## config.mk

```make
export PLATFORM = sky130hd
export DESIGN_NAME = pipe_skid_reg
export DESIGN_NICKNAME = d
export VERILOG_FILES = /design/src/rtl/pipe_skid_reg.sv
export SDC_FILE = /design/constraint.sdc
export NUM_CORES = 1
export LEC_CHECK = 0
export CORE_ASPECT_RATIO = 1.75
export CORE_MARGIN = 2
export CORE_UTILIZATION = 45
export DETAILED_ROUTE_END_ITERATION = 12
export PLACE_DENSITY = 0.77
export RECOVER_POWER = 100
export SETUP_SLACK_MARGIN = 0.4
export SLEW_MARGIN = 20
export SYNTH_ARGS = -nofsm -noshare
export SYNTH_HDL_FRONTEND = slang
export SYNTH_SLANG_ARGS = --single-unit
```

## constraint.sdc

```tcl
create_clock -name clk -period 1.6 [get_ports clk]
set_input_delay 0.32 -clock clk [delete_from_list [all_inputs] [get_ports clk]]
set_output_delay 0.32 -clock clk [all_outputs]
set_load 0.03 [all_outputs]
```

## src/rtl/pipe_skid_reg.sv

```systemverilog
// pipe_skid_reg: inter-stage pipeline register with valid/ready handshake,
// one-entry skid buffer, flush (clr) and exception-marker (req) insertion.
module pipe_skid_reg #(
    parameter int          DATA_W       = 128,
    parameter int          PC_W         = 32,
    parameter logic [31:0] REQ_INSTR    = 32'h0000_4180,
    parameter logic [31:0] BUBBLE_INSTR = 32'h0000_0000
) (
    input  logic              clk,
    input  logic              reset,
    input  logic              clr,
    input  logic              req,
    input  logic              in_valid,
    output logic              in_ready,
    input  logic [31:0]       instr_in,
    input  logic [PC_W-1:0]   pc_in,
    input  logic              delay_slot_in,
    input  logic [4:0]        exc_code_in,
    input  logic [DATA_W-1:0] data_in,
    output logic              out_valid,
    input  logic              out_ready,
    output logic [31:0]       instr_out,
    output logic [PC_W-1:0]   pc_out,
    output logic              delay_slot_out,
    output logic [4:0]        exc_code_out,
    output logic [DATA_W-1:0] data_out,
    output logic              full
);
    localparam int EW = 32 + PC_W + 1 + 5 + DATA_W;
    localparam logic [EW-1:0] BUBBLE = {BUBBLE_INSTR, {(EW-32){1'b0}}};
    localparam logic [EW-1:0] MARKER = {REQ_INSTR, {(EW-32){1'b0}}};

    typedef enum logic [1:0] {EMPTY, ONE, TWO} state_t;

    state_t        state, state_nx;
    logic [EW-1:0] main_q, main_nx, skid_q, skid_nx, entry_in;
    logic          in_fire, out_fire;

    assign entry_in = {instr_in, pc_in, delay_slot_in, exc_code_in, data_in};
    assign in_ready = state != TWO;
    assign out_valid = state != EMPTY;
    assign full = state == TWO;
    assign in_fire = in_valid & in_ready;
    assign out_fire = out_valid & out_ready;
    assign {instr_out, pc_out, delay_slot_out, exc_code_out, data_out} = main_q;

    always_comb begin
        state_nx = state;
        main_nx = main_q;
        skid_nx = skid_q;
        if (req) begin
            state_nx = ONE;
            main_nx = MARKER;
            skid_nx = BUBBLE;
        end else if (clr) begin
            state_nx = EMPTY;
            main_nx = BUBBLE;
            skid_nx = BUBBLE;
        end else begin
            case (state)
                EMPTY: if (in_fire) begin
                    state_nx = ONE;
                    main_nx = entry_in;
                end
                ONE: if (in_fire && out_fire) begin
                    main_nx = entry_in;
                end else if (in_fire) begin
                    state_nx = TWO;
                    skid_nx = entry_in;
                end else if (out_fire) begin
                    state_nx = EMPTY;
                    main_nx = BUBBLE;
                end
                // in_ready is low in TWO, so only the drain case exists
                TWO: if (out_fire) begin
                    state_nx = ONE;
                    main_nx = skid_q;
                    skid_nx = BUBBLE;
                end
                default: begin
                    state_nx = EMPTY;
                    main_nx = BUBBLE;
                    skid_nx = BUBBLE;
                end
            endcase
        end
    end

    always_ff @(posedge clk) begin
        if (reset) begin
            state <= EMPTY;
            main_q <= BUBBLE;
            skid_q <= BUBBLE;
        end else begin
            state <= state_nx;
            main_q <= main_nx;
            skid_q <= skid_nx;
        end
    end
endmodule

```

==> results of run 1 <==
[synth_stat cells]
library cell	number	area share, %
or3b_1	1	0.054
and2b_1	1	0.046
buf_2	52	1.6
nand2b_1	1	0.039
nor2_1	199	4.6
buf_1	3	0.069
a221oi_1	3	0.16
buf_4	17	0.79
a211oi_1	3	0.14
and2_1	198	7.6
mux2_4	1	0.093
nor2_4	2	0.14
or3_1	1	0.039
a22oi_1	198	9.2
clkbuf_1	63	1.5
nor4_1	1	0.039
nor3_1	1	0.031
buf_6	18	1.2
o21a_1	2	0.093
a21oi_2	1	0.054
nand2_1	2	0.046
inv_2	1	0.023
clkbuf_2	1	0.031
o22a_1	1	0.054
dfxtp_1	398	49
a21oi_1	2	0.062
or3b_2	1	0.054
or2_2	1	0.039
inv_1	5	0.12
nor2b_1	2	0.077
o2bb2ai_1	195	11
a31o_2	1	0.054
mux2i_1	198	12
nand3b_1	1	0.046
[flip-flops by register name (all words and copies together), names as in the netlist]
register,count
skid_q,198
state,2
main_q,198
[repair_timing]
action	in CTS	in global routing
setup buffers	37	16
resized for setup	1495	230
setup endpoints to repair	599	599
hold buffers	0	0
pin swaps	0	73
gates cloned	0	35
[path summary, 6_finish.rpt]
path | start | endpoint | slack, ns
worst max-delay path | state[0]$_SDFFE_PP0P_ | in_ready | -0.19
worst min-delay path | in_valid | state[1]$_SDFFE_PP0P_ | 0.29
worst max register to register | state[0]$_SDFFE_PP0P_ | main_q[56]$_SDFFE_PP0P_ | -0.14
worst min register to register | main_q[14]$_SDFFE_PP0P_ | main_q[14]$_SDFFE_PP0P_ | 0.45
[layout by cell type, fill, tap and decap left out, drive strengths merged, types with 6 or more instances in the layout]
| master | count |
|---|---|
| clkdlybuf4s50 | 202 |
| clkbuf | 167 |
| nor2 | 201 |
| dfxtp | 398 |
| buf | 301 |
| o2bb2ai | 195 |
| inv | 6 |
| mux2i | 198 |
| and2 | 198 |
| a22oi | 198 |
| clkinv | 9 |
[cells by family (layout without fill, tap and decap cells)]
kind of cell | Yosys count | in the layout | synth area share [%]
multiplexers | 199 | 199 | 12.31
AND/OR/NAND/NOR | 412 | 412 | 12.89
other | 0 | 2 | 0
buffers and inverters | 160 | 690 | 5.339
flip-flops | 398 | 398 | 49.14
AO/OA/AOI/OAI | 406 | 406 | 20.32
[power groups by stage]
stage	logic (W)	clock network [W]	registers (W)
finish	0.00319	0.00881	0.0101
global route	0.00335	0.00926	0.0101
CTS	0.00268	0.00888	0.0101
detailed placement	0.00262	0	0.0103
global placement	0.00258	0	0.0103
floorplan	0.00118	0	0.0105
[critical path, stage by stage, from the launching register on]
cell,delay (ns)
dfxtp_4,0.36
and2b_4,0.28
inv_6,0.04
buf_6,0.12
buf_6,0.13
[routing by layer]
metal	up-vias	GRT usage [%]
met5	-	0
met4	0	12.91
met3	192	3.298
met2	602	47.42
met1	7117	26.96
li1	6725	-
[per-stage QoR]
stage | std cells | hold slack, ns
floorplan | 1575 | 0.3910
global placement | 2424 | 0.4438
detailed placement | 2424 | 0.4459
CTS | 2524 | 0.4610
global route | 2575 | 0.3135
finish | 2577 | 0.2949
[final cells by class]
| type | instances | area, um2 | share of cell area [%] |
|---|---|---|---|
| Sequential cell | 398 | 8150 | 33.50 |
| Multi-Input combinational cell | 1017 | 7762 | 31.90 |
| Timing Repair Buffer | 621 | 6625 | 27.23 |
| Clock buffer | 50 | 1015 | 4.171 |
| Tap cell | 470 | 588.1 | 2.417 |
| Clock inverter | 13 | 157.7 | 0.6479 |
| Inverter | 6 | 27.53 | 0.1131 |
| Antenna cell | 2 | 5.005 | 0.02057 |
==> flow_summary.toml, run 1 <==
[sta]
final-hold-violation-count = 0
fin_ws_ns = -0.1871
clock.fmax_mhz = 559.6
slew_headroom_pct = 69.94
setup_viol = 333
tightest_slew_ns = 0.4509
fin_tns_setup_ns = -22.32
slew_violations = 0
fin_crit_sh_pct = 111.7
finClkSkew_ns = 0.01668
layout_min_cycle_time_ns = 1.787
rsz0062_at_grt = "true"

[routing]
drtIter0Drc = 742
firstDrtPassIters = 6
wl_um = 56050
vias_per_cell = 5.679
met2_length_um = 30000
num_vias = 14640
antenna_left = 0
met1_length_um = 20080
post-route-drc-count = 0
highest_layer = "met4"
met3_wirelength_um = 2797
avgRoutedWirePerCell_um = 21.75

[placed_design]
portBuffers = 404
place.gp.congestion = 0.8576
placed_area_um2 = 21540
place_ws_ns = -0.5407
dp_hpwl_um = 33890

[worst_setup_path]
cp.arrival_ns = 1.47
worst_setup_path_end_kind = "output pin"
path_class = "reg2out"
startpoint_type = "flop"
required_ns = 1.28
critPathMaxFanout = 5
rr_worst_depth = 6

[min_path]
whs_path_depth = 4
hold_class = "in2reg"

[floorplan]
io_pins = 405
fp.coreArea_um2 = 35800
die_w_um = 147.5
rows = 92
die_y_um = 255.1
die_area_um2 = 37630
start_util_pct = 45.30

[final_layout]
fin_util_pct = 67.96
drive_gt1_share_pct = 31.69
nets = 2284
area_growth_pct = 50.05
fillers = 2610
postLayoutCellArea_um2 = 24330

[flow_run]
max-cap-violations = 0

[outcome]
violations = "negative setup slack"
status = "complete, but fails checks"

[power_and_ir_drop]
switchingPower_w = 0.005462
power_w = 0.02211
p_seq_share_pct = 45.7
static-leakage-power_nw = 9.146
p_comb_share_pct = 14.4
intPower_w = 0.01665
p_sw_share_pct = 24.70
p_per_area_nw_per_um2 = 908.8
worst_ir_drop_vdd_uv = 839.3
p_clk_share_pct = 39.9

[grt]
grt_max_degree = 91
grt_pass1_wl_um = 76180
grt-ovfl-total = 0
track_usage_pct = 25.02
antenna_found_initial = 0
grt_pass1_vias = 14490

[yosys]
synth_nets = 1779
yosysWarnings = 0
yosysSeqAreaShare_pct = 49.14
yosys_register_bits = 398
syn-cell-area_um2 = 16220
netlist_instances = 1575
postSynthAreaPerCell_um2 = 10.30
ys_types = 34

[clock_tree]
clock_latency_ns = 0.53
cts_root_buf = "clkbuf_16"
clk_pin_slew_ns = 0.07
htreeDepth = 2
clock-sinks = 398
clockBufferDepth = 3
cts_tree = "done"
cts_made_buffers = 36
Note: power is estimated with default switching activity, not from simulation.
==> run 2, diff against run 1 <==
- CORE_UTILIZATION: 45 -> 26
- PLACE_DENSITY: 0.77 -> not set
==> run 2 against run 1 <==
Against the previous run:
- the run still ends with negative setup slack left
- non-clock buffer count is 23 lower
- critical endpoint unchanged
- via count decreased by 4.0%
- largest power group unchanged
- setup slack lost 0.0082 ns
- routed wire length increased by 0.64%
- combinational power shrank 14%
- cell count is 12% higher
==> flow_summary.toml, run 2 (synthesis gave the netlist of run 1 again) <==
[worst_setup_path]
cpLargestDelayFamily = "flip-flops"
worstPathCellList = "and2b_4 -> inv_6 -> buf_6 -> buf_8"
slowest_stage = "dfxtp_4"
required_ns = 1.28
max_stage_delay_ns = 0.35
worst_setup_path_end_kind = "output pin"
cp.arrival_ns = 1.48
startpoint_type = "flop"
path_class = "reg2out"
path_buf_inv = 3
critPathMaxFanout = 3

[sta]
layout_min_cycle_time_ns = 1.795
tightest_slew_ns = 0.4771
setup_viol = 266
finClkSkew_ns = 0.01926
final-hold-violation-count = 0
fin_ws_ns = -0.1953
clock.fmax_mhz = 557.0
rsz0062_at_grt = "true"
slew_headroom_pct = 68.19
slew_violations = 0
fin_crit_sh_pct = 112.2

[power_and_ir_drop]
static-leakage-power_nw = 8.935
p_per_area_nw_per_um2 = 945.7
switchingPower_w = 0.005561
p_seq_share_pct = 44.4
p_clk_share_pct = 43.6
p_comb_share_pct = 12.0
worst_ir_drop_vdd_uv = 768.7
intPower_w = 0.01723
p_sw_share_pct = 24.40

[clock_tree]
clock_latency_ns = 0.57
cts_made_buffers = 40
cts_tree = "done"
htreeDepth = 2
clk_pin_slew_ns = 0.07
cts_root_buf = "clkbuf_16"
ctsHoldBuffers = 0
clockBufferDepth = 3
clock-sinks = 398

[routing]
highest_layer = "met4"
wl_um = 56410
avgRoutedWirePerCell_um = 19.51
met3_wirelength_um = 2957
met1_length_um = 20180
drtIter0Drc = 510
firstDrtPassIters = 5
met2_length_um = 30040
num_vias = 14050
post-route-drc-count = 0
antenna_left = 0
vias_per_cell = 4.861

[grt]
grt_pass1_vias = 14620
antenna_found_initial = 5
track_usage_pct = 16.19
grt-ovfl-total = 0
grt_max_degree = 99
grt_pass1_wl_um = 81610

[floorplan]
die_area_um2 = 64460
start_util_pct = 26.19
io_pins = 405
rows = 121
fp.coreArea_um2 = 61920
die_w_um = 192.8
die_y_um = 334.4

[outcome]
violations = "negative setup slack"
status = "complete, but fails checks"

[min_path]
hold_class = "in2reg"

[placed_design]
place_ws_ns = -0.5827
portBuffers = 404
place.gp.congestion = 0.8238
dp_hpwl_um = 38130

[final_layout]
layout_common_cells = "dfxtp_1, clkdlybuf4s50_1, mux2i_1, nor2_1, and2_1"
area_growth_pct = 48.62
final_common_cell = "dfxtp_1"
drive_gt1_share_pct = 30.14
fin_util_pct = 38.92
nets = 2265
reg.largest.list = "main_q (198), skid_q (198), state (2)"
fillers = 6084

[flow_run]
max-cap-violations = 0
-- run 2: changes by cell type in the layout (fill, tap and decap cells not counted), moves of 7 or more --
cell       before  now
a22oi_1       198  182
a22oi_2         0   16
and2_1        151  197
and2_4         47    0
buf_6         130  105
clkbuf_1       32    5
clkbuf_16      65   51
clkbuf_2       66  111
dfxtp_1       276  286
dfxtp_4        12    1
mux2i_1       191  198
mux2i_2         7    0
-- run 2: path summary, 6_finish.rpt --
kind / start / end / slack [ns] / depth (start not counted)
setup reg to reg: state[0]$_SDFFE_PP0P_ / main_q[7]$_SDFFE_PP0P_ / -0.19 / 8
setup / recovery: state[0]$_SDFFE_PP0P_ / in_ready / -0.20 / 4
hold / removal: data_in[23] / main_q[23]$_SDFFE_PP0P_ / 0.44 / 3
hold reg to reg: main_q[10]$_SDFFE_PP0P_ / main_q[10]$_SDFFE_PP0P_ / 0.45 / 1
-- run 2: worst min-delay path, delay by kind of cell --
kind                   cells  cell delay, ns
buffers and inverters      1            0.47
AOI/OAI and AO/OA          2            0.19
-- run 2: through the flow --
stage               cells  hold WS, ns  instance area [um2]  TNS (ns)  power (W)
CTS                  2869       0.3956                24270    -25.93    0.02312
finish               2891       0.4390                24100    -26.17    0.02279
floorplan            1575       0.3910                16470         0    0.01167
global placement     2753       0.4445                21950   -181.81    0.01297
detailed placement   2753       0.4461                21950   -193.94    0.01299
global route         2891       0.4314                24100    -50.56    0.02364
-- run 2: layout make-up --
class	count	area (um2)	share of cell area [%]
Sequential cell	398	8110	33.65
Multi-Input combinational cell	1017	7700	31.95
Timing Repair Buffer	598	5892	24.45
Clock buffer	53	1141	4.735
Tap cell	799	999.7	4.148
Clock inverter	15	216.5	0.8982
Inverter	6	27.53	0.1142
Antenna cell	5	12.51	0.05192
-- run 2: metal layers --
| layer | up-vias | global-route usage [%] |
|---|---|---|
| met2 | 440 | 30.21 |
| met3 | 152 | 3.400 |
| met4 | 0 | 9.648 |
| met5 | - | 0 |
| li1 | 6670 | - |
| met1 | 6790 | 16.12 |
-- run 2: repair_timing --
item / 4_1_cts / 5_1_grt
buffers inserted: 48 / 5
gates cloned: 0 / 12
pin swaps: 1 / 12
endpoints found under the setup margin: 599 / 599
gates resized for setup: 1595 / 60
hold endpoints to repair: 0 / 0
-- run 2: power by group through the flow --
stage / Clock (W) / Sequential, W / Combinational [W]
after floorplan: 0 / 0.0105 / 0.00118
after global placement: 0 / 0.0103 / 0.00264
after detailed placement: 0 / 0.0103 / 0.00267
after CTS: 0.0102 / 0.0101 / 0.00276
after global routing: 0.0106 / 0.0101 / 0.00291
final: 0.00994 / 0.0101 / 0.00273
